### src/rtl/imem_pkg.sv
// Shared definitions for the instruction memory loader.
//   IMEM_SIZE_DEFAULT : default instruction memory size in bytes
//   BYTES_PER_WORD    : bytes per instruction word (big-endian serialisation)
//   loader_state_t    : loader FSM states
//   byte_lane()       : selects byte k of a word, k=0 is the most significant byte
package imem_pkg;

  localparam int IMEM_SIZE_DEFAULT = 500;
  localparam int BYTES_PER_WORD    = 4;

  typedef enum logic [2:0] {
    IDLE,
    WAIT_WORD,
    WRITE_BYTES,
    DONE,
    ERR
  } loader_state_t;

  // Byte k of the word, MSB first, so that {mem[a],mem[a+1],mem[a+2],mem[a+3]}
  // reassembles the original word.
  function automatic logic [7:0] byte_lane(input logic [31:0] word, input logic [1:0] idx);
    logic [31:0] shifted;
    shifted = word << {idx, 3'b000};
    return shifted[31:24];
  endfunction

endpackage

### src/rtl/instruction_loader.sv
// instruction_loader
//   Accepts 32-bit instruction words over a valid/ready handshake and writes each
//   one as four big-endian byte writes (MSB at the lowest address) to a byte-wide
//   instruction memory port.
//
// Parameters
//   MEM_SIZE   memory size in bytes; last legal word start address is MEM_SIZE-4
//   CNT_WIDTH  width of word_count
//
// Ports
//   clk        system clock (rising edge)
//   rst_n      asynchronous active-low reset
//   start      1-cycle pulse, begins a session at base_addr (priority in every state)
//   base_addr  byte address of the first word, sampled on start
//   word_in    instruction word
//   word_valid word_in/last_word valid
//   last_word  marks word_in as the final word of the session
//   word_ready loader can accept a word this cycle
//   mem_wr_en  byte write strobe
//   mem_addr   byte write address (0 when mem_wr_en=0)
//   mem_data   byte write data (0 when mem_wr_en=0)
//   busy       session in progress
//   done       session completed normally, held until next start
//   overflow   word rejected as out of range, held until next start
//   word_count words fully written this session (wraps)
//   checksum   sum of accepted words mod 2^32 (only with LOADER_CHECKSUM_EN)
//
// Build option
//   LOADER_CHECKSUM_EN : adds the checksum output and its accumulator.
module instruction_loader
  import imem_pkg::*;
#(
  parameter int MEM_SIZE  = IMEM_SIZE_DEFAULT,
  parameter int CNT_WIDTH = 16
) (
  input  logic                 clk,
  input  logic                 rst_n,
  input  logic                 start,
  input  logic [31:0]          base_addr,
  input  logic [31:0]          word_in,
  input  logic                 word_valid,
  input  logic                 last_word,
  output logic                 word_ready,
  output logic                 mem_wr_en,
  output logic [31:0]          mem_addr,
  output logic [7:0]           mem_data,
  output logic                 busy,
  output logic                 done,
  output logic                 overflow,
  output logic [CNT_WIDTH-1:0] word_count
`ifdef LOADER_CHECKSUM_EN
  ,
  output logic [31:0]          checksum
`endif
);

  localparam logic [31:0] LAST_WORD_ADDR = 32'(MEM_SIZE - BYTES_PER_WORD);

  loader_state_t state;
  logic [31:0]   addr;
  logic [31:0]   word_reg;
  logic          last_reg;
  logic [1:0]    byte_idx;   // byte currently presented on the write port
  logic          wr_en_reg;
  logic [31:0]   wr_addr_reg;
  logic [7:0]    wr_data_reg;

  // start wins over a coincident handshake, so ready drops while start is high.
  assign word_ready = (state == WAIT_WORD) && !start;

  // A restart must suppress the byte that is already queued in the output
  // register, otherwise the aborted word would get one extra byte written.
  assign mem_wr_en = wr_en_reg & ~start;
  assign mem_addr  = start ? 32'd0 : wr_addr_reg;
  assign mem_data  = start ? 8'd0  : wr_data_reg;

  always_ff @(posedge clk or negedge rst_n) begin
    if (!rst_n) begin
      state       <= IDLE;
      addr        <= '0;
      word_reg    <= '0;
      last_reg    <= 1'b0;
      byte_idx    <= '0;
      wr_en_reg   <= 1'b0;
      wr_addr_reg <= '0;
      wr_data_reg <= '0;
      busy        <= 1'b0;
      done        <= 1'b0;
      overflow    <= 1'b0;
      word_count  <= '0;
`ifdef LOADER_CHECKSUM_EN
      checksum    <= '0;
`endif
    end else begin
      wr_en_reg   <= 1'b0;
      wr_addr_reg <= '0;
      wr_data_reg <= '0;
      if (start) begin
        state      <= WAIT_WORD;
        addr       <= base_addr;
        word_count <= '0;
        done       <= 1'b0;
        overflow   <= 1'b0;
        busy       <= 1'b1;
`ifdef LOADER_CHECKSUM_EN
        checksum   <= '0;
`endif
      end else begin
        case (state)
          WAIT_WORD: begin
            if (word_valid) begin
              if (addr > LAST_WORD_ADDR) begin
                state    <= ERR;
                overflow <= 1'b1;
                busy     <= 1'b0;
              end else begin
                // Byte 0 goes out in the cycle right after the handshake.
                word_reg    <= word_in;
                last_reg    <= last_word;
                byte_idx    <= 2'd0;
                wr_en_reg   <= 1'b1;
                wr_addr_reg <= addr;
                wr_data_reg <= byte_lane(word_in, 2'd0);
                state       <= WRITE_BYTES;
`ifdef LOADER_CHECKSUM_EN
                checksum    <= checksum + word_in;
`endif
              end
            end
          end
          WRITE_BYTES: begin
            if (byte_idx == 2'd3) begin
              addr       <= addr + 32'(BYTES_PER_WORD);
              word_count <= word_count + 1'b1;
              if (last_reg) begin
                state <= DONE;
                done  <= 1'b1;
                busy  <= 1'b0;
              end else begin
                state <= WAIT_WORD;
              end
            end else begin
              byte_idx    <= byte_idx + 2'd1;
              wr_en_reg   <= 1'b1;
              wr_addr_reg <= addr + {30'd0, byte_idx} + 32'd1;
              wr_data_reg <= byte_lane(word_reg, byte_idx + 2'd1);
            end
          end
          default: ;  // IDLE, DONE, ERR hold until start
        endcase
      end
    end
  end

endmodule
### config.mk
export PLATFORM = sky130hd
export DESIGN_NAME = instruction_loader
export DESIGN_NICKNAME = d
export VERILOG_FILES = /design/src/rtl/imem_pkg.sv /design/src/rtl/instruction_loader.sv
export SDC_FILE = /design/constraint.sdc
export NUM_CORES = 1
export LEC_CHECK = 0
export CAP_MARGIN = 20
export CORE_MARGIN = 3
export CORE_UTILIZATION = 55
export DETAILED_ROUTE_END_ITERATION = 10
export PLACE_DENSITY = 0.84
export SKIP_LAST_GASP = 1
export SLEW_MARGIN = 5
export SYNTH_ARGS = -nofsm -noshare
export SYNTH_HDL_FRONTEND = slang
export SYNTH_SLANG_ARGS = --single-unit
### constraint.sdc
create_clock -name clk -period 6.44 [get_ports clk]
set_clock_uncertainty 0.1 [all_clocks]
set_input_delay 0.644 -clock clk [delete_from_list [all_inputs] [get_ports clk]]
set_output_delay 0.644 -clock clk [all_outputs]
set_load 0.01 [all_outputs]
==> flow_metrics.py, run 1 <==
metrics = {
    "run_status": {
        "status": "complete, no violations",
    },
    "die": {
        "rows": 40,
        "die_h_um": 119,
        "core_um2": 12200,
        "die_w_um": 119,
        "start_util_pct": 57.1,
        "pin_count": 130,
        "die_area_um2": 14100,
    },
    "routing": {
        "drtIter0Drc": 668,
        "top_layer_used": "met4",
        "avgRoutedWirePerCell_um": 18.8,
        "met2_length_um": 9170,
        "met1_length_um": 7360,
        "drc": 0,
        "dr_total_vias": 6018,
        "drt.antenna.violating_nets": 0,
        "dr_wl_met3_um": 1340,
        "vias_per_cell": 6.18,
        "wirelength_um": 18300,
        "drt_first_pass_iters": 5,
    },
    "setup_path": {
        "path_max_fanout": 15,
        "critPathCapture": "addr[29]",
        "crit_path_end_kind": "flop",
        "r2r-end": "addr[29]",
        "worst_path_max_delay_cell": "nor4_1",
        "crit_chain": "ha_1, nand4bb_1, nor4_1, o21ai_0, or3b_1",
        "startpoint": "byte_idx[0]",
        "regToRegSetupSlack_ps": 3050,
        "start_kind": "flop",
        "required_ps": 6640,
        "reg2reg_from": "byte_idx[0]",
        "cpPeakStageDelay_ps": 920,
        "rr_worst_depth": 5,
        "critPathKind": "flop to flop",
        "cp_data_arrival_time_ps": 3590,
    },
    "final_layout": {
        "syn_to_final_growth_pct": 26.5,
        "fillers": 916,
        "nNetsFinal": 868,
        "antenna_cells": 0,
        "drive_gt1_share_pct": 7.08,
        "postLayoutCoreUtil_pct": 72.3,
    },
    "placement": {
        "dpl.hpwl_um": 12600,
        "port_buffers": 129,
        "finalWeightedCongestion": 0.952,
        "post-place-ws_ps": 3050,
    },
    "global_route": {
        "grt_pass1_vias": 6041,
        "antenna_found_initial": 0,
        "grtUsageTotal_pct": 26.5,
        "grt_overflow": 0,
        "grt_start_max_net_pins": 68,
        "grt_pass1_wl_um": 30300,
    },
    "synth": {
        "syn_nets": 771,
        "yosys.area_share.xor_xnor_pct": 3.52,
        "synth-edff-count": 0,
        "synth_cell_types": 66,
        "yosys_register_bits": 130,
        "yosysWarnings": 0,
        "syn-mean-instance-area_um2": 10.0,
        "synth_top_family_by_area": "simple AND/OR/NAND/NOR gates",
        "synth_compound_area_share_pct": 12.4,
        "synthAdderAreaFrac_pct": 1.36,
        "yosys.area_share.simple_pct": 22.7,
        "muxShareOfSynthArea_pct": 8.79,
        "synth_area_um2": 6980,
        "netlist_instances": 695,
        "yosysSeqAreaShare_pct": 46.6,
        "synth_flop_cell": "dfrtp_1",
        "async_reset_ff_share_pct": 100,
    },
    "timing": {
        "rsz0062_at_grt": "false",
        "drv_slew": 0,
        "hold_violations": 0,
        "min_period_ps": 3390,
        "relSlewSlack_pct": 31.5,
        "fmax_ghz": 0.295,
        "worst_slew_pin_slew_ps": 1030,
        "hold_ws_ps": 221,
        "setup_tns_ps": 0,
        "setup_violations": 0,
        "min_period_over_period_pct": 52.7,
        "fin_ws_ps": 3050,
    },
    "clocking": {
        "cts_hold_buf": 0,
        "cts.path.max_buffers": 2,
        "cts_root_buffer": "clkbuf_16",
        "post_cts_buffers": 0,
        "numCtsBuffers": 17,
        "clk_pin_slew_worst_paths_ps": 60,
        "ctsHtreeMaxLevel": 4,
        "clkLatencyLatePin_ps": 420,
        "postCtsResizedCells": 0,
        "cts_sinks": 130,
        "cts_tree": "done",
    },
    "pwr": {
        "ir_worst_vdd_mv": 0.192,
        "power.density_nw_per_um2": 228,
        "leakage_nw": 3.57,
    },
    "min_path": {
        "hold_class": "primary input to async pin",
    },
    "run": {
        "maxCapViolCount": 0,
    },
}
-- layer usage --
layer	vias up	track usage, %
met3	49	6.56
met5	-	0
met1	2924	33.6
met2	288	44.3
li1	2757	-
met4	0	9.27
-- worst min path at each step --
stage / start / to / slack [ps]
4_1_cts: rst_n / wr_addr_reg[4] / 260
2_1_floorplan: rst_n / addr[0] / 250
3_3_place_gp: word_reg[2] / word_reg[2] / 360
3_5_place_dp: word_reg[6] / word_reg[6] / 370
5_1_grt: rst_n / wr_addr_reg[8] / 280
6_report: rst_n / wr_addr_reg[4] / 220
-- synth_stat cells, drive strengths merged, types with 4 or more instances --
cell	count	area, um^2
dfrtp	130	3250
nor2	46	175
nor2b	43	269
nand2	42	158
o21ai	39	195
mux2	34	383
a21oi	33	165
clkbuf	32	121
or3	28	175
buf	27	155
or4	26	195
nand4	24	163
xnor2	19	166
nand3	16	85.1
o31ai	16	120
a31oi	12	75.1
a22o	11	96.3
inv	11	41.3
nor4	11	68.8
nor3	9	45.0
xor2	9	78.8
mux4	8	180
and4	7	61.3
ha	6	75.1
mux2i	5	50.1
and2	4	25.0
o211ai	4	30.0
-- area by class of cell --
class | count | area, um^2 | area share, %
timing repair buffer | 137 | 1350 | 15.3
clock inverter | 12 | 111 | 1.26
multi-input combinational | 494 | 3410 | 38.6
sequential | 130 | 3250 | 36.9
clock buffer | 20 | 447 | 5.06
inverter | 12 | 45.0 | 0.510
tap | 168 | 210 | 2.38
-- critical path: cells and delay by family (launching register included) --
| kind | cells | cell delay, ps |
|---|---|---|
| AOI/OAI and AO/OA | 1 | 190 |
| adders and majority gates | 1 | 370 |
| DFF | 1 | 760 |
| and+or+nand+nor | 3 | 1840 |
-- report_power, final --
group	leakage (nW)	total (W)	internal (W)	switching, W
Combinational	1.58	0.000205	0.0000990	0.000106
Clock	0.266	0.000907	0.000540	0.000367
Sequential	1.73	0.000897	0.000843	0.0000542
Total	3.57	0.00201	0.00148	0.000527
-- stage by stage --
step / power, W / area, um^2 / std cells
3_5_place_dp: 0.00111 / 8260 / 940
3_3_place_gp: 0.00110 / 8260 / 940
4_1_cts: 0.00201 / 8810 / 972
2_1_floorplan: 0.00101 / 6980 / 695
6_report: 0.00201 / 8820 / 973
5_1_grt: 0.00207 / 8820 / 973
-- kinds of logic after synthesis --
kind of cell,count (synthesis)
compound gates,136
xor+xnor,28
simple gates,276
buf+inv,71
mux,47
flops,130
fa+ha+maj,7
-- layout by cell type, fill, tap and decap left out, types with 3 or more instances in the layout --
cell and n:
dfrtp_1 130, clkdlybuf4s50_1 127, nor2_1 45, nor2b_1 43, nand2_1 42, a21oi_1 33, mux2_1 33, o21ai_0 31
or3_1 28, or4_1 26, nand4_1 22, xnor2_1 19, clkbuf_16 17, o31ai_1 16, nand3_1 15, a31oi_1 12
inv_1 11, nor4_1 11, a22o_1 11, nor3_1 9, xor2_1 9, buf_4 9, mux4_2 8, o21ai_1 8
and4_1 6, ha_1 6, mux2i_1 5, clkinv_4 5, and2_1 4, o211ai_1 4, nand2b_1 3, nor4b_1 3
o22ai_1 3, clkinv_2 3, clkinvlp_4 3
Power figures use the tool's default switching activity.
==> inputs of run 2 (changes only) <==
- CORE_UTILIZATION: 55 -> 53
- PLACE_DENSITY: 0.84 -> 0.81
- clock period: 6.44 -> 3.3 ns (I/O delays scaled with it)
==> flow_metrics.py, run 2 (synthesis gave the netlist of run 1 again) <==
metrics = {
    "die": {
        "start_util_pct": 54.8,
        "die_w_um": 121,
        "pin_count": 130,
        "die_h_um": 121,
        "core_um2": 12700,
        "die_area_um2": 14600,
        "rows": 41,
    },
    "setup_path": {
        "worst_path_max_delay_cell": "or4_1",
        "crit_chain": "inv_1, ha_1, fa_1, nand4b_1, or2_1, or4_1, a21oi_1",
        "reg2reg_from": "addr[0]",
        "cpPeakStageDelay_ps": 550,
        "cp_data_arrival_time_ps": 3140,
        "startpoint": "addr[0]",
        "r2r-end": "wr_addr_reg[22]",
        "path_max_fanout": 15,
        "critPathKind": "flop to flop",
        "required_ps": 3550,
        "regToRegSetupSlack_ps": 420,
        "rr_worst_depth": 7,
        "critPathCapture": "wr_addr_reg[22]",
        "crit_path_end_kind": "flop",
        "start_kind": "flop",
    },
    "global_route": {
        "grt_start_max_net_pins": 57,
        "grt_pass1_wl_um": 31300,
        "grt_pass1_vias": 6273,
        "grt_overflow": 0,
        "antenna_found_initial": 0,
        "grtUsageTotal_pct": 27.4,
    },
    "pwr": {
        "finalPower_w": 0.00396,
        "p_clk_share_pct": 45.5,
        "p_sw_w": 0.00104,
        "p_sw_share_pct": 26.3,
        "internal-power_w": 0.00292,
        "combPwrFrac_pct": 10.3,
        "ir_worst_vdd_mv": 0.357,
        "power.density_nw_per_um2": 444,
        "leakage_nw": 3.61,
        "power_frac_seq_pct": 44.2,
    },
    "clocking": {
        "numCtsBuffers": 17,
        "post_cts_buffers": 0,
        "cts.path.max_buffers": 2,
        "cts_root_buffer": "clkbuf_16",
        "clkLatencyLatePin_ps": 430,
        "clk_pin_slew_worst_paths_ps": 60,
        "cts_tree": "done",
        "ctsHtreeMaxLevel": 4,
        "cts_sinks": 130,
    },
    "timing": {
        "min_period_ps": 2880,
        "relSlewSlack_pct": 49.9,
        "fmax_ghz": 0.347,
        "drv_slew": 0,
        "worst_slew_pin_slew_ps": 752,
        "rsz0062_at_grt": "false",
        "hold_violations": 0,
        "setup_tns_ps": 0,
        "setup_violations": 0,
        "min_period_over_period_pct": 87.3,
    },
    "placement": {
        "port_buffers": 129,
        "finalWeightedCongestion": 0.877,
        "dpl.hpwl_um": 13300,
    },
    "routing": {
        "vias_per_cell": 6.13,
        "drt.antenna.violating_nets": 0,
        "drtIter0Drc": 564,
        "avgRoutedWirePerCell_um": 19.4,
        "drt_first_pass_iters": 6,
        "drc": 0,
        "dr_total_vias": 6038,
        "wirelength_um": 19100,
    },
    "final_layout": {
        "nNetsFinal": 876,
        "antenna_cells": 0,
        "layout_commonest_cell": "dfrtp_1",
        "final_cell_mix": "dfrtp_1 (130), clkdlybuf4s50_1 (127), nor2_1 (45), nor2b_1 (43), nand2_1 (42)",
        "drive_gt1_share_pct": 7.87,
        "syn_to_final_growth_pct": 27.9,
    },
    "run": {
        "maxCapViolCount": 0,
    },
    "run_status": {
        "status": "complete, no violations",
    },
    "min_path": {
        "hold_class": "primary input to flop",
    },
}
run 2: cell types whose count changed in the layout (fill, tap and decap cells not counted):
cell           previous run  this run
buf_12                    0         2
buf_6                     1         0
dlygate4sd3_1             0         1
buf_4                     9        15
inv_6                     0         1
clkinvlp_4                3         6
clkinv_2                  3         1
clkinv_4                  5         2
clkbuf_8                  1         2
run 2: repair_timing:
item                                   CTS  global route
endpoints found under the hold margin   54             0
gates resized for setup                  0             0
hold buffers                             1             0
run 2: power groups by stage:
| stage | Sequential (W) | Combinational (W) | Clock [W] |
|---|---|---|---|
| finish | 0.00175 | 0.000410 | 0.00180 |
| global route | 0.00176 | 0.000453 | 0.00189 |
| CTS | 0.00175 | 0.000412 | 0.00182 |
| detailed placement | 0.00177 | 0.000406 | 0 |
| global placement | 0.00177 | 0.000391 | 0 |
| floorplan | 0.00171 | 0.000259 | 0 |
run 2: cell type report:
type / instances / area, um^2
clock inverter: 11 / 106
clock buffer: 21 / 460
fill: 961 / 3800
timing repair buffer: 145 / 1430
inverter: 12 / 45.0
tap: 172 / 215
multi-input combinational: 494 / 3410
sequential: 130 / 3250
run 2: worst min-delay path by stage:
stage	start	endpoint	slack [ps]	depth (start not counted)
2_1_floorplan	rst_n	addr[0]	-70	0
3_3_place_gp	rst_n	wr_addr_reg[23]	330	1
3_5_place_dp	rst_n	wr_addr_reg[25]	340	1
4_1_cts	start	word_count[7]	270	2
5_1_grt	start	word_count[3]	310	2
6_report	start	word_count[5]	280	2
run 2: critical path: cells and delay by family (launching register included):
family / cells / cell delay, ps
compound gates: 1 / 150
fa+ha+maj: 2 / 710
buf+inv: 1 / 80
flops: 1 / 370
simple gates: 3 / 1380
run 2: per-layer routing:
metal / wire length, um / share of wire [%] / GRT usage, % / vias up
li1: - / - / - / 2765
met5: 0 / 0 / 0 / -
met4: 385 / 2.0 / 10.6 / 0
met1: 7680 / 40 / 34.0 / 3015
met3: 1270 / 6.7 / 6.17 / 38
met2: 9790 / 51 / 46.8 / 220
run 2: metrics by stage:
| stage | util [%] | area (um^2) | hold WS, ps | instances | setup slack [ps] |
|---|---|---|---|---|---|
| 3_5_place_dp | 65.6 | 8350 | 344 | 952 | 483 |
| 4_1_cts | 70.1 | 8920 | 272 | 985 | 435 |
| 2_1_floorplan | - | 6980 | -65.6 | 695 | 351 |
| 5_1_grt | 70.1 | 8920 | 308 | 985 | 304 |
| 3_3_place_gp | 65.6 | 8350 | 333 | 952 | 610 |
| 6_report | 70.1 | 8920 | 279 | 985 | 418 |
==> inputs of run 3 (changes only) <==
- SETUP_SLACK_MARGIN: unset -> 0.5
- clock period: 3.3 -> 2.7 ns (I/O delays scaled with it)
==> flow_metrics.py, run 3 (synthesis gave the netlist of run 1 again) <==
metrics = {
    "routing": {
        "vias_per_cell": 6.16,
        "wirelength_um": 20600,
        "avgRoutedWirePerCell_um": 19.8,
        "dr_total_vias": 6420,
        "drtIter0Drc": 653,
        "drt_first_pass_iters": 5,
        "drc": 0,
        "drt.antenna.violating_nets": 0,
    },
    "setup_path": {
        "reg2reg_from": "byte_idx[0]",
        "critPathCapture": "wr_addr_reg[22]",
        "critPathKind": "flop to flop",
        "rr_worst_depth": 7,
        "path_max_fanout": 6,
        "required_ps": 2950,
        "regToRegSetupSlack_ps": 390,
        "crit_path_end_kind": "flop",
        "startpoint": "byte_idx[0]",
        "cp_data_arrival_time_ps": 2570,
        "r2r-end": "wr_addr_reg[22]",
        "start_kind": "flop",
    },
    "final_layout": {
        "layout_commonest_cell": "clkdlybuf4s50_1",
        "antenna_cells": 0,
        "finalInstanceArea_um2": 9700,
        "fillers": 855,
        "nNetsFinal": 935,
        "final_cell_count_no_fill": 1043,
        "postLayoutCoreUtil_pct": 76.2,
        "final_cell_mix": "clkdlybuf4s50_1 (126), dfrtp_1 (112), buf_4 (64), nor2_1 (44), nor2b_1 (42)",
        "drive_gt1_share_pct": 21.4,
        "syn_to_final_growth_pct": 39.0,
    },
    "timing": {
        "fmax_ghz": 0.433,
        "setup_violations": 0,
        "rsz0062_at_grt": "true",
        "min_period_ps": 2310,
        "relSlewSlack_pct": 64.9,
        "worst_slew_pin_slew_ps": 523,
        "hold_violations": 0,
        "setup_tns_ps": 0,
        "drv_slew": 0,
        "min_period_over_period_pct": 85.6,
    },
    "clocking": {
        "cts.path.max_buffers": 2,
        "clk_pin_slew_worst_paths_ps": 60,
        "clkLatencyLatePin_ps": 440,
        "cts_tree": "done",
        "cts_sinks": 130,
        "numCtsBuffers": 17,
        "cts_root_buffer": "clkbuf_16",
        "ctsHtreeMaxLevel": 4,
    },
    "die": {
        "die_area_um2": 14600,
        "pin_count": 130,
        "start_util_pct": 54.8,
        "rows": 41,
        "die_h_um": 121,
        "die_w_um": 121,
        "core_um2": 12700,
    },
    "run_status": {
        "status": "complete, no violations",
    },
    "placement": {
        "placedCellCount": 969,
        "dpl.hpwl_um": 13400,
        "port_buffers": 129,
        "finalWeightedCongestion": 0.969,
        "place_area_um2": 8530,
    },
    "global_route": {
        "grt_pass1_wl_um": 32000,
        "grt_pass1_vias": 6334,
        "grt_start_max_net_pins": 68,
        "antenna_found_initial": 0,
        "grtUsageTotal_pct": 27.9,
        "grt_overflow": 0,
    },
    "pwr": {
        "leakage_nw": 3.97,
        "power.density_nw_per_um2": 512,
        "ir_worst_vdd_mv": 0.420,
    },
    "run": {
        "maxCapViolCount": 0,
    },
    "min_path": {
        "hold_class": "primary input to flop",
    },
}
## run 3: changes by cell type in the layout (fill, tap and decap cells not counted), sizes merged
cell           before  now
clkinv              4    6
dlygate4sd2         0    1
buf                17   75
or2                 3    4
clkbuf             21   20
clkdlybuf4s50     127  126
clkinvlp            6    4
## run 3: what timing repair did
action | CTS | global route
endpoints found under the setup margin | 94 | 76
hold buffers | 1 | 0
hold endpoints to repair | 29 | 0
pin swaps | 6 | 12
resized for setup | 42 | 37
setup buffers | 10 | 29
gates cloned | 1 | 2
## run 3: metrics by stage
step | hold slack, ps | setup WS (ps) | total power (W)
4_1_cts | 126 | 451 | 0.00489
6_report | 132 | 389 | 0.00496
2_1_floorplan | -126 | 231 | 0.00241
3_3_place_gp | 127 | 262 | 0.00268
5_1_grt | 161 | 338 | 0.00514
3_5_place_dp | 135 | 167 | 0.00269
## run 3: critical path, stage by stage (launching register included)
cell,delay (ps)
dfrtp_2,410
inv_4,40
ha_4,160
fa_2,340
nand4b_1,230
or2_4,340
or4_4,490
a21oi_2,130
## run 3: final cells by class
class	instances	area (um^2)	area share (%)
Tap cell	172	215	2.22
Inverter	12	47.5	0.490
Sequential cell	130	3280	33.8
Clock buffer	20	447	4.61
Timing Repair Buffer	203	1900	19.6
Multi-Input combinational cell	495	3700	38.2
Clock inverter	11	109	1.12
## run 3: worst min path at each step
stage                     start               to  slack [ps]  cells past startpoint
after floorplan           rst_n          addr[0]        -130                      0
after global placement    rst_n  wr_addr_reg[23]         130                      1
after detailed placement  rst_n  wr_addr_reg[23]         140                      1
after CTS                 start         addr[26]         130                      3
after global routing      start         addr[26]         160                      3
final                     start         addr[26]         130                      3
## run 3: power by group
group	internal [W]	switching, W
clock	0.00129	0.000881
combinational	0.000329	0.000338
sequential	0.00202	0.000110
total	0.00363	0.00133
## run 3: metal layers
| metal | routed length, um | up-vias | GRT usage (%) |
|---|---|---|---|
| li1 | - | 2882 | - |
| met1 | 7880 | 3126 | 34.0 |
| met2 | 10400 | 342 | 46.9 |
| met3 | 1720 | 70 | 8.14 |
| met4 | 633 | 0 | 11.0 |
| met5 | 0 | - | 0 |
